$ cat src/rtl/pipe_stall_ctrl.sv
// Pipeline stall/flush controller for a 5-stage MIPS pipeline: per-stage enables,
// flushes and bubbles, halt-drain sequencing, data-memory watchdog and perf counters.
module pipe_stall_ctrl #(
   parameter int P_CNT_W       = 32,
   parameter int P_MEM_TIMEOUT = 255,
   parameter int P_DRAIN_CYC   = 3
) (
   input  logic               i_clk,
   input  logic               i_rst,
   input  logic               i_stall_lu,
   input  logic               i_branch_taken,
   input  logic               i_imem_busy,
   input  logic               i_dmem_busy,
   input  logic               i_halt,
   output logic               o_pc_en,
   output logic               o_ifid_en,
   output logic               o_ifid_flush,
   output logic               o_idex_en,
   output logic               o_idex_bubble,
   output logic               o_exmm_en,
   output logic               o_mmwb_en,
   output logic               o_mmwb_bubble,
   output logic               o_halted,
   output logic               o_timeout,
   output logic [P_CNT_W-1:0] o_stall_cnt,
   output logic [P_CNT_W-1:0] o_flush_cnt
);

   localparam int               DRN_W    = (P_DRAIN_CYC < 2) ? 1 : $clog2(P_DRAIN_CYC + 1);
   localparam logic [DRN_W-1:0] DRN_INIT = DRN_W'(P_DRAIN_CYC);
   localparam logic [15:0]      WD_MAX   = 16'(P_MEM_TIMEOUT);

   typedef enum logic [1:0] {
      ST_RUN    = 2'd0,
      ST_DRAIN  = 2'd1,
      ST_HALTED = 2'd2
   } state_t;

   state_t             state_q, state_d, state_eff;
   logic [DRN_W-1:0]   drn_q, drn_d;
   logic [15:0]        wd_q, wd_d;
   logic               timeout_q, timeout_d;
   logic [P_CNT_W-1:0] stall_cnt_q, stall_cnt_d;
   logic [P_CNT_W-1:0] flush_cnt_q, flush_cnt_d;
   logic               halt_acc;
   logic               branch_fire;

   // Stage controls; the reset cycle is decoded as RUN so the pipe keeps moving.
   always_comb begin
      state_eff     = i_rst ? ST_RUN : state_q;
      o_pc_en       = 1'b1;
      o_ifid_en     = 1'b1;
      o_ifid_flush  = 1'b0;
      o_idex_en     = 1'b1;
      o_idex_bubble = 1'b0;
      o_exmm_en     = 1'b1;
      o_mmwb_en     = 1'b1;
      o_mmwb_bubble = 1'b0;
      o_halted      = 1'b0;
      halt_acc      = 1'b0;
      branch_fire   = 1'b0;
      case (state_eff)
         ST_RUN: begin
            if (i_dmem_busy) begin
               o_pc_en       = 1'b0;
               o_ifid_en     = 1'b0;
               o_idex_en     = 1'b0;
               o_exmm_en     = 1'b0;
               o_mmwb_bubble = 1'b1;
            end else if (i_branch_taken) begin
               o_ifid_flush  = 1'b1;
               o_idex_bubble = 1'b1;
               branch_fire   = 1'b1;
            end else if (i_halt) begin
               o_pc_en      = 1'b0;
               o_ifid_flush = 1'b1;
               halt_acc     = 1'b1;
            end else if (i_stall_lu) begin
               o_pc_en       = 1'b0;
               o_ifid_en     = 1'b0;
               o_idex_bubble = 1'b1;
            end else if (i_imem_busy) begin
               o_pc_en      = 1'b0;
               o_ifid_flush = 1'b1;
            end
         end
         ST_DRAIN: begin
            o_pc_en      = 1'b0;
            o_ifid_flush = 1'b1;
            if (i_dmem_busy) begin
               o_idex_en     = 1'b0;
               o_exmm_en     = 1'b0;
               o_mmwb_bubble = 1'b1;
            end
         end
         default: begin
            o_pc_en   = 1'b0;
            o_ifid_en = 1'b0;
            o_idex_en = 1'b0;
            o_exmm_en = 1'b0;
            o_mmwb_en = 1'b0;
            o_halted  = 1'b1;
         end
      endcase
   end

   always_comb begin
      state_d = state_q;
      drn_d   = drn_q;
      case (state_q)
         ST_RUN: begin
            if (halt_acc) begin
               state_d = ST_DRAIN;
               drn_d   = DRN_INIT;
            end
         end
         ST_DRAIN: begin
            // Drain only progresses while MM is actually retiring.
            if (!i_dmem_busy) begin
               if (drn_q <= DRN_W'(1)) begin
                  state_d = ST_HALTED;
                  drn_d   = '0;
               end else begin
                  drn_d = drn_q - DRN_W'(1);
               end
            end
         end
         default: state_d = ST_HALTED;
      endcase
   end

   always_comb begin
      wd_d = '0;
      if (i_dmem_busy) begin
         wd_d = (wd_q >= WD_MAX) ? wd_q : wd_q + 16'd1;
      end
      timeout_d = timeout_q | (i_dmem_busy && (wd_d >= WD_MAX));

      stall_cnt_d = stall_cnt_q;
      if ((state_q == ST_RUN) && !o_pc_en) begin
         stall_cnt_d = stall_cnt_q + P_CNT_W'(1);
      end
      flush_cnt_d = flush_cnt_q;
      if (branch_fire) begin
         flush_cnt_d = flush_cnt_q + P_CNT_W'(1);
      end
   end

   always_ff @(posedge i_clk) begin
      if (i_rst) begin
         state_q     <= ST_RUN;
         drn_q       <= '0;
         wd_q        <= '0;
         timeout_q   <= 1'b0;
         stall_cnt_q <= '0;
         flush_cnt_q <= '0;
      end else begin
         state_q     <= state_d;
         drn_q       <= drn_d;
         wd_q        <= wd_d;
         timeout_q   <= timeout_d;
         stall_cnt_q <= stall_cnt_d;
         flush_cnt_q <= flush_cnt_d;
      end
   end

   assign o_timeout   = timeout_q;
   assign o_stall_cnt = stall_cnt_q;
   assign o_flush_cnt = flush_cnt_q;

endmodule

$ cat config.mk
export PLATFORM = sky130hd
export DESIGN_NAME = pipe_stall_ctrl
export DESIGN_NICKNAME = d
export VERILOG_FILES = /design/src/rtl/pipe_stall_ctrl.sv
export SDC_FILE = /design/constraint.sdc
export NUM_CORES = 1
export LEC_CHECK = 0
export CAP_MARGIN = 20
export CELL_PAD_IN_SITES_DETAIL_PLACEMENT = 1
export CELL_PAD_IN_SITES_GLOBAL_PLACEMENT = 1
export CORE_UTILIZATION = 38
export CTS_BUF_LIST = sky130_fd_sc_hd__clkbuf_8
export DETAILED_ROUTE_END_ITERATION = 8
export DONT_BUFFER_PORTS = 1
export PLACE_DENSITY_LB_ADDON = 0.1
export SYNTH_ARGS = -nofsm -noshare
export SYNTH_HDL_FRONTEND = slang
export SYNTH_SLANG_ARGS = --single-unit
$ cat constraint.sdc
create_clock -name i_clk -period 2.69 [get_ports i_clk]
set_input_delay 0.6725 -clock i_clk [delete_from_list [all_inputs] [get_ports i_clk]]
set_output_delay 0.6725 -clock i_clk [all_outputs]
set_load 0.01 [all_outputs]
Word-level counts from Yosys, hierarchy flattened
Cells that the tools add are included.
- magnitude comparators: 3
- multiplexer cells: 46
- equality and inequality tests: 5
- shift operators: 0
- div/mod/pow operators: 0
- reduce and logical (&&, ||, !) cells: 9
- multipliers: 0
- add/sub/neg operators: 4
- bitwise gates (word level): 1
- operator list (operator ; count):
    adder 32 x 1 -> 32 bit (second input constant) ; 2
    2-to-1 mux 1 bit ; 33
    >= comparator 16 x 8 -> 1 bit (second input constant) ; 2
    2-to-1 mux 16 bit ; 2
    adder 16 x 1 -> 16 bit (second input constant) ; 1
    2-to-1 mux 2 bit ; 7
    case mux 2 bit (2 select lines) ; 2
    inequality test 2 bit (second input constant) ; 3
    AND reduction 3 bit ; 2
    equality test 2 x 1 -> 1 bit (second input constant) ; 2
    logical NOT 2 bit ; 2
    case mux 1 bit (2 select lines) ; 2
    less-or-equal comparator 2 x 1 -> 1 bit (second input constant) ; 1
    logical AND 1 bit ; 2
    nonzero test 2 bit ; 1
    OR reduction 2 bit ; 1
    subtractor 2 x 1 -> 2 bit (second input constant) ; 1
    logical NOT 1 bit ; 1
    OR 1 bit ; 1
- input bits: 7
- bits in writable memories: 0
- memories kept: 0
- bits in registers: 85
- output and inout bits: 74
- bits in read-only memories: 0
- logic and storage cells: 74
- bits in latches: 0

Logic depth before layout (Yosys ltp)
- depth in word-level cells: 8
- gate-level depth with buffers: 8
- gate-level depth less buffers: 6

Worst setup path before layout
OpenSTA, ideal clock, no wires.
- path kind: input to output
- start: in i_dmem_busy
- end: out o_idex_en
- path slack: 0.495 ns
- stages on the path: 5
- required time: 2.017 ns
- buffers on the path: 3
- arrival time: 1.523 ns
- cells stage by stage: clkbuf_1 > clkbuf_1 > nand2b_1 > inv_1 > buf_4
- word-level cells in the longest chain between the ends: 2
- ends and longest elaborated chain (what ; line ; text):
    from (decl) ; 13 ; input logic i_dmem_busy,
    2-to-1 mux 1 bit (2 in a row) ; -- ;
    to (decl) ; 18 ; output logic o_idex_en,
Every way passes these cells.

Worst setup path after layout
- start: reg stall_cnt_q[16] (netlist: o_stall_cnt[16])
- end: reg stall_cnt_q[26] (netlist: o_stall_cnt[26])
- word-level cells in the longest chain between the ends: 1
- ends and longest elaborated chain (what ; line ; text):
    from (decl) ; 43 ; logic [P_CNT_W-1:0] stall_cnt_q, stall_cnt_d;
    from (signal assigned) ; 162 ; stall_cnt_q <= stall_cnt_d;
    adder 32 x 1 -> 32 bit ; 141 ; stall_cnt_d = stall_cnt_q + P_CNT_W'(1);
Every way passes these cells.
A chain may end at the register's enable or synchronous reset.

==> results.txt <==
* Highest attainable clock frequency: 0.4585 GHz
- The final number of max-transition violations is 0.
- In this run the vertical extent of the chip is 106.5 um.
* Shortest period the worst path allows: 2.181 ns
* Post-cts sizing count: 0
- Cells traversed along the worst timing path: nand2_1 -> nor3_1 -> nand2_1 -> or4_1 -> a21oi_1
* Max transition margin: 61.28%
* Final count of hold timing violations: 0
- Slack of the worst reg-to-reg path: 0.51 ns
- P per Cell Area: 485.0 nW/um^2
* I/O pin count: roughly 80
* DR pass1 iterations: 4
- Hold repair after CTS inserted 0 buffers.
* Std cell rows: 37
- Maximum number of pins on one net before global-route repair: 77
- Dividing the synthesized area by the synthesized cell count gives 8.467 sq um.
* Setup repair after global routing missed its margin: no
* HPWL after DPL: 7263 um
- Data required time of the worst path: 2.99 ns
- The synthesized netlist occupies a cell area of 4149 sq um.
- Layout-stage area growth over the synthesis result: 6.906%
* Number of antenna repair diodes: 0
* TritonCTS sink count: 85
* Static Leakage: 0.001502 uW
* Cell Area, Placed: 4277 sq um
* Die W: roughly 110 um
- After routing the design area is between 4000 and 5000 sq um.
* Critical path buffers and inverters: 0
- In this run the worst setup path begins at o_stall_cnt[16].
- The startpoint identified for the worst register-to-register timing path is o_stall_cnt[16].
* Total setup violations reported at the end of the flow: 0
- In this design, the stage delay of the slowest critical-path cell is ~0.57 ns.
* Commonest non-fill, non-tap cell in the layout: sky130_fd_sc_hd__dfxtp_1
* Worst-margin pin slew: 0.5754 ns
- DIE AREA: between 10000 and 15000 sq um
- Maximum capacitance violations: 0
- The cell that appears most often on the critical path is sky130_fd_sc_hd__nand2_1.
- The most used flip-flop cell after synthesis is sky130_fd_sc_hd__dfxtp_1.
* Worst-case reg-to-reg path depth: 5
* Share of cells above drive strength 1: 8.367%
- Synthesis produced 490 cells.
* Clock transition at the registers of the reported paths: 0.08 ns
- Synthesis Warnings: 0
* Highest-count cells in the layout ignoring fill and taps: sky130_fd_sc_hd__dfxtp_1 (85), sky130_fd_sc_hd__nor2_1 (49), sky130_fd_sc_hd__a21oi_1 (34), sky130_fd_sc_hd__nand3_1 (32), sky130_fd_sc_hd__nand2_1 (29)
- Sort of element at the end of the critical path: register
- The initial antenna violation count came to 0.
* Endpoint of the most critical register-to-register path: o_stall_cnt[26]
- The count of nets left with antenna violations once routing finished came out at 0.
- Async set or reset register ratio after synthesis: 0%
- Number of global-route vias before repair: 3574
* Crit path max-delay cell type: sky130_fd_sc_hd__or4_1
- The root buffer cell chosen for the clock tree is sky130_fd_sc_hd__clkbuf_8.
- Counting flops with a built-in enable in the synthesized netlist gives 0.
- Fin Clk Skew: 0.01098 ns
- The routed layout has about 3600 vias.
- Flip-flop and latch count after synthesis: between 80 and 90
- Result of the run: finished clean
- For the final routed database, the setup TNS stands at 0 ns.
- Using the TritonRoute via totals, the vias-per-cell ratio works out to 5.728.
- Overflow after GRT: 0
* Number of buffers on the longest clock path: 2
- Fill cell total of the finished layout: 1286
- The worst-case IR drop observed on VDD is 0.2595 mV.
* Worst-skew pair later-pin latency: 0.37 ns
* Post-synth net total: 500
* Critical setup path kind: register to register
- After layout, the worst path uses 81.07% of the clock period.
- CTS Buf Count: 9
- Among cell families on the critical path, the largest total delay comes from simple AND/OR/NAND/NOR gates.
- Initial standard-cell utilization of the core: 39.66%
- In this run the tool buffered the top-level ports with 0 buffer cells.
* Gp weighted congestion: just under 0.8
* Nets: between 400 and 500
- The min-delay analysis places its worst path in the category input port to register.
* Number of remaining DRC errors: 0
* Final hold slack: ~0.37 ns
- Counting buffers and inverters, the worst setup path is 5 cells deep.
- The first global-routing pass estimated 17730 um of wire.
* Total number of H-tree levels: 3
- Kind of launch point of the worst setup path: register
- Critical path capture point: o_stall_cnt[26]
* Total track usage: 19.82%
- Routed WL per cell: 16.66 um
- Setup bufs post-CTS: 0
- Core Area: ~10000 sq um
- Endpoint arrival time on the critical path: 2.48 ns
- For this run, the register share of the synthesized area comes to between 40 and 50%.
* Max Fanout on Critical Path: 17
- TritonCTS built the clock tree.
- In this run, the number of DRC markers left after iteration 0 of detailed routing was around 160.
- Count of distinct cell types in the synthesized netlist: between 40 and 50
* Post-detailed-routing wire length: 10430 um
state kept, by name (all words and copies together) (netlist names):
name,flops
o_flush_cnt,32
o_stall_cnt,32
wd_q,16
drn_q,2
state_q,2
o_timeout,1
power breakdown:
| part | switching [uW] | internal (uW) | total [uW] |
|---|---|---|---|
| combinational | 36.6 | 25.4 | 62.0 |
| clock | 459 | 343 | 802 |
| sequential | 18.4 | 1270 | 1290 |
cell families (layout without fill, tap and decap cells):
group	Yosys count	after routing	share of synthesized area [%]
simple gates	237	237	33.14
flops	85	85	41.01
buf+inv	43	43	4.915
xor+xnor	39	39	8.233
mux	2	2	0.4825
compound gates	81	81	11.31
fa+ha+maj	3	3	0.9048
final cells by class:
type	instances	area, sq um	share of cell area, %
Clock inverter	5	21.27	0.4795
Sequential cell	85	1702	38.36
Multi-Input combinational cell	362	2243	50.58
Inverter	13	48.80	1.100
Clock buffer	10	137.6	3.103
Timing Repair Buffer	15	112.6	2.539
Tap cell	136	170.2	3.836
stage by stage:
step	utilization, %	worst slack (ns)	total power [uW]	instances
2_1_floorplan	-	0.4946	1382	490
3_5_place_dp	40.88	0.4439	1380	611
3_3_place_gp	40.88	0.4989	1377	611
6_report	42.39	0.5091	2151	626
5_1_grt	42.39	0.3755	2261	626
4_1_cts	42.39	0.4796	2195	626
cells in the mapped netlist (all sizes together), types with 2 or more instances:
library cell	n	area, sq um
o211ai	3	22.52
nand4	19	133.9
o41ai	2	17.52
a31oi	3	18.77
nor3	18	90.09
buf	11	83.82
o21ai	21	105.1
o31ai	9	67.56
inv	13	48.80
and2	11	68.82
or4	12	93.84
nor2b	2	12.51
nor2	49	183.9
dfxtp	85	1702
nor4	15	153.9
or4b	2	20.02
nand2b	5	31.28
ha	3	37.54
nor4b	2	32.53
a21oi	34	170.2
xor2	17	148.9
nand3	32	160.2
xnor2	22	192.7
or2	3	18.77
and3	8	50.05
nand4b	3	26.28
o21a	2	15.01
and4	7	61.31
clkbuf	19	71.32
mux2i	2	20.02
or3	19	121.4
nand2	29	108.9
o22ai	3	18.77
worst min path at each step:
stage | startpoint | endpoint | slack [ns] | cells after the start
after global routing | i_rst | o_stall_cnt[30] | 0.34 | 1
after CTS | i_rst | o_stall_cnt[25] | 0.34 | 1
after global placement | wd_q[15] | wd_q[15] | 0.46 | 1
after detailed placement | wd_q[8] | wd_q[8] | 0.47 | 1
final | i_rst | o_stall_cnt[30] | 0.37 | 1
after floorplan | wd_q[11] | wd_q[11] | 0.44 | 1
per-layer routing:
metal	vias up	global-route usage (%)	part of all wire, %
met5	-	0	0
met4	0	7.632	1.5
met3	13	6.376	5.2
met2	64	32.93	48
met1	1760	23.71	45
li1	1749	-	-
(Power assumes the default switching activity.)
